===== config.mk =====
export PLATFORM = sky130hd
export DESIGN_NAME = sid_filter_sched
export DESIGN_NICKNAME = d
export VERILOG_FILES = /design/src/rtl/sid_pkg.sv /design/src/rtl/sid_filter_state_store.sv /design/src/rtl/sid_filter_sched.sv
export SDC_FILE = /design/constraint.sdc
export NUM_CORES = 1
export LEC_CHECK = 0
export CAP_MARGIN = 20
export CORE_AREA = 3 3 257 259
export DETAILED_ROUTE_END_ITERATION = 16
export DIE_AREA = 0 0 260 262
export SYNTH_ARGS = -nofsm -noshare
export SYNTH_HDL_FRONTEND = slang
export SYNTH_HIERARCHICAL = 1
export SYNTH_SLANG_ARGS = --single-unit

===== constraint.sdc =====
create_clock -name clk -period 2.4 [get_ports clk]
set_input_delay 0.24 -clock clk [delete_from_list [all_inputs] [get_ports clk]]
set_output_delay 0.24 -clock clk [all_outputs]
set_load 0.005 [all_outputs]

===== src/rtl/sid_pkg.sv =====
// rtl/sid_pkg.sv - shared SID types and filter scheduler constants
package sid;

  typedef logic signed [23:0] s24_t;

  typedef enum logic {
    MODEL_6581 = 1'b0,
    MODEL_8580 = 1'b1
  } model_t;

  // Filter integrator state carried between SID cycles
  typedef struct packed {
    s24_t vlp;
    s24_t vbp;
    s24_t vhp;
  } filter_v_t;

  // Everything the filter datapath needs for one chip
  typedef struct packed {
    model_t    model;
    logic [10:0] fc;
    logic [3:0]  res;
    logic [3:0]  filt;
    logic [3:0]  mode;
    logic [3:0]  vol;
    s24_t      voice1;
    s24_t      voice2;
    s24_t      voice3;
    filter_v_t state;
  } filter_i_t;

  typedef enum logic {
    IDLE = 1'b0,
    RUN  = 1'b1
  } filter_sched_state_t;

  // Seven pipeline stages plus one capture slot per chip
  localparam int FILTER_SLOTS = 8;
  localparam int SID_MAX      = 4;

  // Index width for a chip count, never narrower than one bit
  function automatic int idx_width(input int n);
    return (n > 1) ? $clog2(n) : 1;
  endfunction

endpackage


===== src/rtl/sid_filter_state_store.sv =====
// rtl/sid_filter_state_store.sv - per-chip filter integrator state register file
module sid_filter_state_store
  import sid::*;
#(
  parameter int N_SID = 2
) (
  input  logic                        clk,
  input  logic                        rst_n,
  input  logic                        we,
  input  logic [idx_width(N_SID)-1:0] waddr,
  input  filter_v_t                   wdata,
  input  logic [idx_width(N_SID)-1:0] raddr,
  output filter_v_t                   rdata
);

  filter_v_t mem [N_SID];

  // Single write port; all entries clear on reset
  always_ff @(posedge clk or negedge rst_n) begin
    if (!rst_n) begin
      for (int i = 0; i < N_SID; i++) begin
        mem[i] <= '0;
      end
    end else if (we) begin
      mem[waddr] <= wdata;
    end
  end

  assign rdata = mem[raddr];

endmodule


===== src/rtl/sid_filter_sched.sv =====
// rtl/sid_filter_sched.sv - time-multiplexes one sid_filter datapath across N_SID chips
module sid_filter_sched
  import sid::*;
#(
  parameter int N_SID = 2
) (
  input  logic        clk,
  input  logic        rst_n,
  input  logic        tick,
  input  filter_i_t   req_i [N_SID],
  output filter_i_t   filter_o,
  output logic [2:0]  stage_o,
  input  filter_v_t   state_i,
  input  s24_t        audio_i,
  output s24_t        audio_o [N_SID],
  output logic        audio_valid_o,
  output logic        busy_o,
  output logic        overrun_o,
  input  logic        overrun_clr_i
);

  localparam int AW = idx_width(N_SID);
  localparam logic [AW-1:0] LAST_CHIP  = AW'(N_SID - 1);
  localparam logic [2:0]    LAST_STAGE = 3'(FILTER_SLOTS - 1);

  filter_sched_state_t st;
  logic [2:0]    slot;
  logic [AW-1:0] active;
  logic          pending;
  filter_v_t     rd_state;
  logic          store_we;

  // Integrator state is written back only when stage 7 completes
  assign store_we = (st == RUN) && (slot == LAST_STAGE);

  sid_filter_state_store #(
    .N_SID(N_SID)
  ) u_store (
    .clk   (clk),
    .rst_n (rst_n),
    .we    (store_we),
    .waddr (active),
    .wdata (state_i),
    .raddr (active),
    .rdata (rd_state)
  );

  // Present the active chip's config with its own stored integrator state
  always_comb begin
    filter_o       = req_i[active];
    filter_o.state = rd_state;
  end

  // slot is held at 0 while idle, so it doubles as the stage index
  assign stage_o = slot;
  assign busy_o  = (st == RUN);

  // Sequencer, tick queueing, overrun flag and audio capture
  always_ff @(posedge clk or negedge rst_n) begin
    if (!rst_n) begin
      st            <= IDLE;
      slot          <= 3'd0;
      active        <= '0;
      pending       <= 1'b0;
      overrun_o     <= 1'b0;
      audio_valid_o <= 1'b0;
      for (int i = 0; i < N_SID; i++) begin
        audio_o[i] <= '0;
      end
    end else begin
      audio_valid_o <= 1'b0;

      // A tick arriving while one is already queued is lost; clear wins
      if (overrun_clr_i) begin
        overrun_o <= 1'b0;
      end else if (tick && (st == RUN) && pending) begin
        overrun_o <= 1'b1;
      end

      case (st)
        IDLE: begin
          if (tick || pending) begin
            st     <= RUN;
            active <= '0;
            slot   <= 3'd1;
          end
          pending <= 1'b0;
        end
        RUN: begin
          if (slot == 3'd0) begin
            audio_o[active] <= audio_i;
            if (active == LAST_CHIP) begin
              audio_valid_o <= 1'b1;
              active        <= '0;
              pending       <= 1'b0;
              if (tick || pending) begin
                slot <= 3'd1;
              end else begin
                st <= IDLE;
              end
            end else begin
              active <= active + 1'b1;
              slot   <= 3'd1;
              if (tick) pending <= 1'b1;
            end
          end else begin
            slot <= slot + 3'd1;
            if (tick) pending <= 1'b1;
          end
        end
        default: st <= IDLE;
      endcase
    end
  end

endmodule


Yosys cells after proc, flatten, opt, wreduce, memory -nomap -nowiden. Cells that the tools add are included.

Flip-flop bits (word level): 200. Word-level logic and storage cells: 65. Input bits: 444.

Multiplexer cells: 33. Reductions and logical operators: 9. Bitwise operators: 2. Equal/unequal tests: 3. Add/sub/neg operators: 2. Order comparisons: 2.

Operators by type and width (number): two-way mux 172 bit (3); two-way mux 72 bit (4); bitwise mux 144 bit (1); demux 72 bit (select 1 bit) (1); bitwise mux 48 bit (1); demux 24 bit (select 1 bit) (1); two-way mux 24 bit (1); two-way mux 1 bit (14); two-way mux 3 bit (3); one-hot mux 1 bit (2 select lines) (3); one-hot mux 3 bit (2 select lines) (1); logical AND 1 bit (4); AND reduction 2 bit (2); adder 3 x 1 -> 3 bit, second input constant (1); == test 3 bit, second input constant (1); logical NOT 3 bit (1); >= comparator 2 bit, second input constant (1); less-than comparator 2 x 1 -> 1 bit, second input constant (1); != test 2 x 1 -> 1 bit, second input constant (1); != test 2 bit, second input constant (1); inverter 1 -> 2 bit (1); nonzero test 2 bit (1); adder 1 bit, second input constant (1); logical OR 1 bit (1); inverter 1 bit (1).

Longest topological paths before layout.
Depth after elaboration: 6. Depth in mapped cells: 7. Depth with buffers taken out: 5.

Modules after synthesis. Netlist, hierarchy kept.

Modules (own cells, without submodules): sid_filter_state_store (sequential area each 3603.5 µm², area an instance 6602.6 µm², times used 1, cells an instance 385); sid_filter_sched (sequential area each 1401.3 µm², area an instance 3432.0 µm², times used 1, cells an instance 247).

Least setup slack after synthesis. No wires, ideal clock.

Path type: register to register. Start: reg slot[0] (netlist: stage_o[0]). End: reg u_store/mem[100] in the netlist's numbering. Data required time: 2275 ps. Buffers on the path: 2. Arrival: 1670 ps. Setup slack: 605 ps. Stages on the path, launching flop included: 8. Period minus slack after synthesis: 1795 ps. Cells stage by stage: dfrtp_1 > ha_1 > ha_1 > and2_2 > nor2b_4 > buf_12 > buf_12 > mux2_4.

Cells in the longest elaborated chain, start to end: 2.

Ends and longest elaborated chain: start, declared (line sid_filter_sched.sv:27) `logic [2:0] slot;`; start signal, assigned (line sid_filter_sched.sv:107) `slot <= slot + 3'd1;`; == test 3 bit (line sid_filter_sched.sv:34) `assign store_we = (st == RUN) && (slot == LAST_STAGE);`; logical AND 1 bit (line sid_filter_sched.sv:34); named net store_we (line sid_filter_sched.sv:31) `logic store_we;`; end signal, assigned by index (line sid_filter_state_store.sv:25) `mem[waddr] <= wdata;`; end, declared (line sid_filter_state_store.sv:16) `filter_v_t mem [N_SID];`.

The timed path passes the listed nets, and every way through them passes these cells. A chain may end at the register's enable or synchronous reset.

==> flow_summary.yaml <==
outcome:
  outcome: "finished with violations"
  violations: "setup timing"
layout:
  mostFrequentLayoutCell: "clkdlybuf4s50_1"
  area_growth_pct: 70.1
  final_cells: 2054
  layout-drive-gt1-share_pct: 39.0
  fin_nets: 1630
  final_cell_mix: "clkdlybuf4s50_1 (380), mux2_2 (268), dfrtp_1 (199)"
  utilization_pct: 26.6
  n_fill_cell: 6639
floorplanning:
  ioPinCount: 670
  rows: 93
  floorplan.initialDensity_pct: 15.7
  core_sq_um: 64100
  dieArea_sq_um: 68100
  die_x_microns: 260
  die_h_microns: 262
placement:
  gp_congestion: 0.838
  dp_hpwl_microns: 34500
  port_buffers: 525
  dp.cells: 1998
timing:
  rsz0062_at_grt: "yes"
  max_slew_margin_pct: 67.4
  fin_crit_ns: 2.44
  worstMarginPinSlew_ns: 0.488
  fmax_mhz: 410
  hold_slack_ns: 0.298
  skew_ns: 0.0116
  min_period_over_period_pct: 102
  drv_slew: 0
  setup_slack_ns: -0.0364
  fin_setup_tns_ns: -0.139
  hold_viol: 0
  setup_viol: 7
synthesis:
  ys_seq_area_share_pct: 49.9
  yosys.area.top_type: "dfrtp_1"
  synth_seq_cells: 200
  synth_nets: 1079
  yosys_warnings: 6
  avgSynthCellArea_sq_um: 15.9
  ys_types: 26
  yosysTopAreaCellShare_pct: 49.9
  synthCells: 632
  synth_area_sq_um: 10000
  yosys-top-cells-area: "dfrtp_1 (50%), mux2_2 (30%), mux2_4 (13%), buf_12 (2.0%), buf_2 (0.90%)"
global_route:
  grt_start_max_net_pins: 63
  grt_pass1_vias: 8308
  antenna_found_initial: 13
  grt_pass1_wl_microns: 60200
  grt_overflow: 0
  grt_usage_pct: 12.5
setup_path:
  critPathMaxStageDelay_ns: 0.49
  end_kind: "output port"
  worst_ep_arrival_time_ns: 2.20
  path_class: "flop to output port"
  cpMaxStageDelayCell: "dfrtp_4"
  critPathRequiredTime_ns: 2.16
  crit_chain: "buf_4 -> buf_12 -> mux2_2 -> clkdlybuf4s50_1"
  path_max_fanout: 17
  reg2reg_slack_ns: 0.41
  start_kind: "flop"
clocking:
  cts_inserted_buffers: 17
  cts_num_sinks: 200
  h-tree-depth: 4
  cts_tree: "yes"
  insertion_delay_ns: 0.48
  clockBufferDepth: 2
  cts_root_buffer: "clkbuf_16"
  path_clk_slew_ns: 0.08
run:
  cap_violations: 0
routing:
  drc: 0
  wl_microns: 44300
  vias_per_cell: 3.66
  drt-pass1-iter-count: 4
  drt-initial-drc-count: 272
  ant_nets: 0
  wl_per_cell_microns: 21.6
  num_vias: 7527
power_and_ir_drop:
  powerDensity_nw_per_um2: 537
  leakage_nw: 7.13
  ir_worst_vdd_mv: 0.489
hold_path:
  hp-class: "input pin to asynchronous set/reset pin"
worst max-delay path, delay by kind of cell, from the launching register on:
| family | cells | cell delay (ns) |
|---|---|---|
| flip-flops | 1 | 0.49 |
| buffers and inverters | 3 | 0.82 |
| multiplexers | 1 | 0.40 |
sequential cells by signal, summed over array words and instances, names as in the netlist:
register	count
u_store/mem	144
overrun_o	1
stage_o	3
busy_o	1
audio_valid_o	1
pending	1
active	1
audio_o	48
power breakdown:
| group | switching, mW | total, mW | internal (mW) |
|---|---|---|---|
| registers | 0.153 | 3.81 | 3.66 |
| clock network | 1.52 | 3.04 | 1.51 |
| logic | 0.777 | 2.33 | 1.55 |
| total | 2.45 | 9.17 | 6.72 |
metrics by stage:
stage	total power [mW]	instance area, sq um	setup slack (ns)
floorplan	4.64	10000	0.605
CTS	9.37	16900	-0.154
finish	9.17	17100	-0.0364
global route	9.67	17100	-0.145
global placement	6.27	16300	0.370
detailed placement	6.29	16300	0.361
cells in the mapped netlist:
cell and number:
nand3b_2 1, buf_12 10, o21ai_0 3, buf_6 8, nand2_4 1, nand3_1 1
and3_2 2, dfrtp_1 200, nor2_2 1, nand2b_1 1, ha_1 3, nor2b_4 1
or2_1 1, a31oi_1 2, clkbuf_1 1, o21bai_1 1, nor2_1 3, a31o_2 1
nand2_1 2, inv_1 4, mux2_2 269, buf_2 18, buf_4 2, mux2_4 89
and2_2 1, mux2_1 6
metal layers:
metal	up-vias	wire (microns)	GRT usage (%)	share of wire, %
li1	3384	-	-	-
met1	3743	19300	15.9	44
met2	354	19700	18.7	44
met3	42	4600	6.52	10
met4	4	713	3.13	1.6
met5	-	20	0	0.045
timing repair:
action | CTS | global route
hold endpoints to repair | 50 | 0
cloned | 2 | 2
endpoints found under the setup margin | 124 | 45
pin swaps | 0 | 0
setup buffers | 6 | 10
gates resized for setup | 145 | 74
hold buffers | 1 | 0
worst paths after layout:
path                            startpoint         endpoint  cells past startpoint
setup / recovery                    active    filter_o[114]                      4
hold / removal                       rst_n  u_store/mem[44]                      2
setup reg to reg                stage_o[1]  u_store/mem[93]                      6
hold reg to reg            u_store/mem[40]  u_store/mem[40]                      1
max in group asynchronous            rst_n  u_store/mem[31]                      3
min in group clk                audio_i[5]       audio_o[5]                      2
cell type report:
type / instances / area [sq um] / area share (%)
Clock inverter: 13 / 161 / 0.946
Timing Repair Buffer: 571 / 5740 / 33.6
Inverter: 4 / 15.0 / 0.0880
Multi-Input combinational cell: 389 / 4620 / 27.1
Antenna cell: 4 / 10.0 / 0.0586
Sequential cell: 200 / 5010 / 29.3
Tap cell: 855 / 1070 / 6.27
Clock buffer: 18 / 439 / 2.57
kinds of logic (layout without fill, tap and decap cells):
family,Yosys count,in the layout,share of synthesized area [%]
and+or+nand+nor,15,15,1.01
muxes,364,364,44.2
DFF,200,200,49.9
AOI/OAI and AO/OA,7,7,0.436
buffers and inverters,43,606,4.13
other,0,4,0
adders and majority gates,3,3,0.374
No activity file was read; power rests on OpenSTA's default activity.
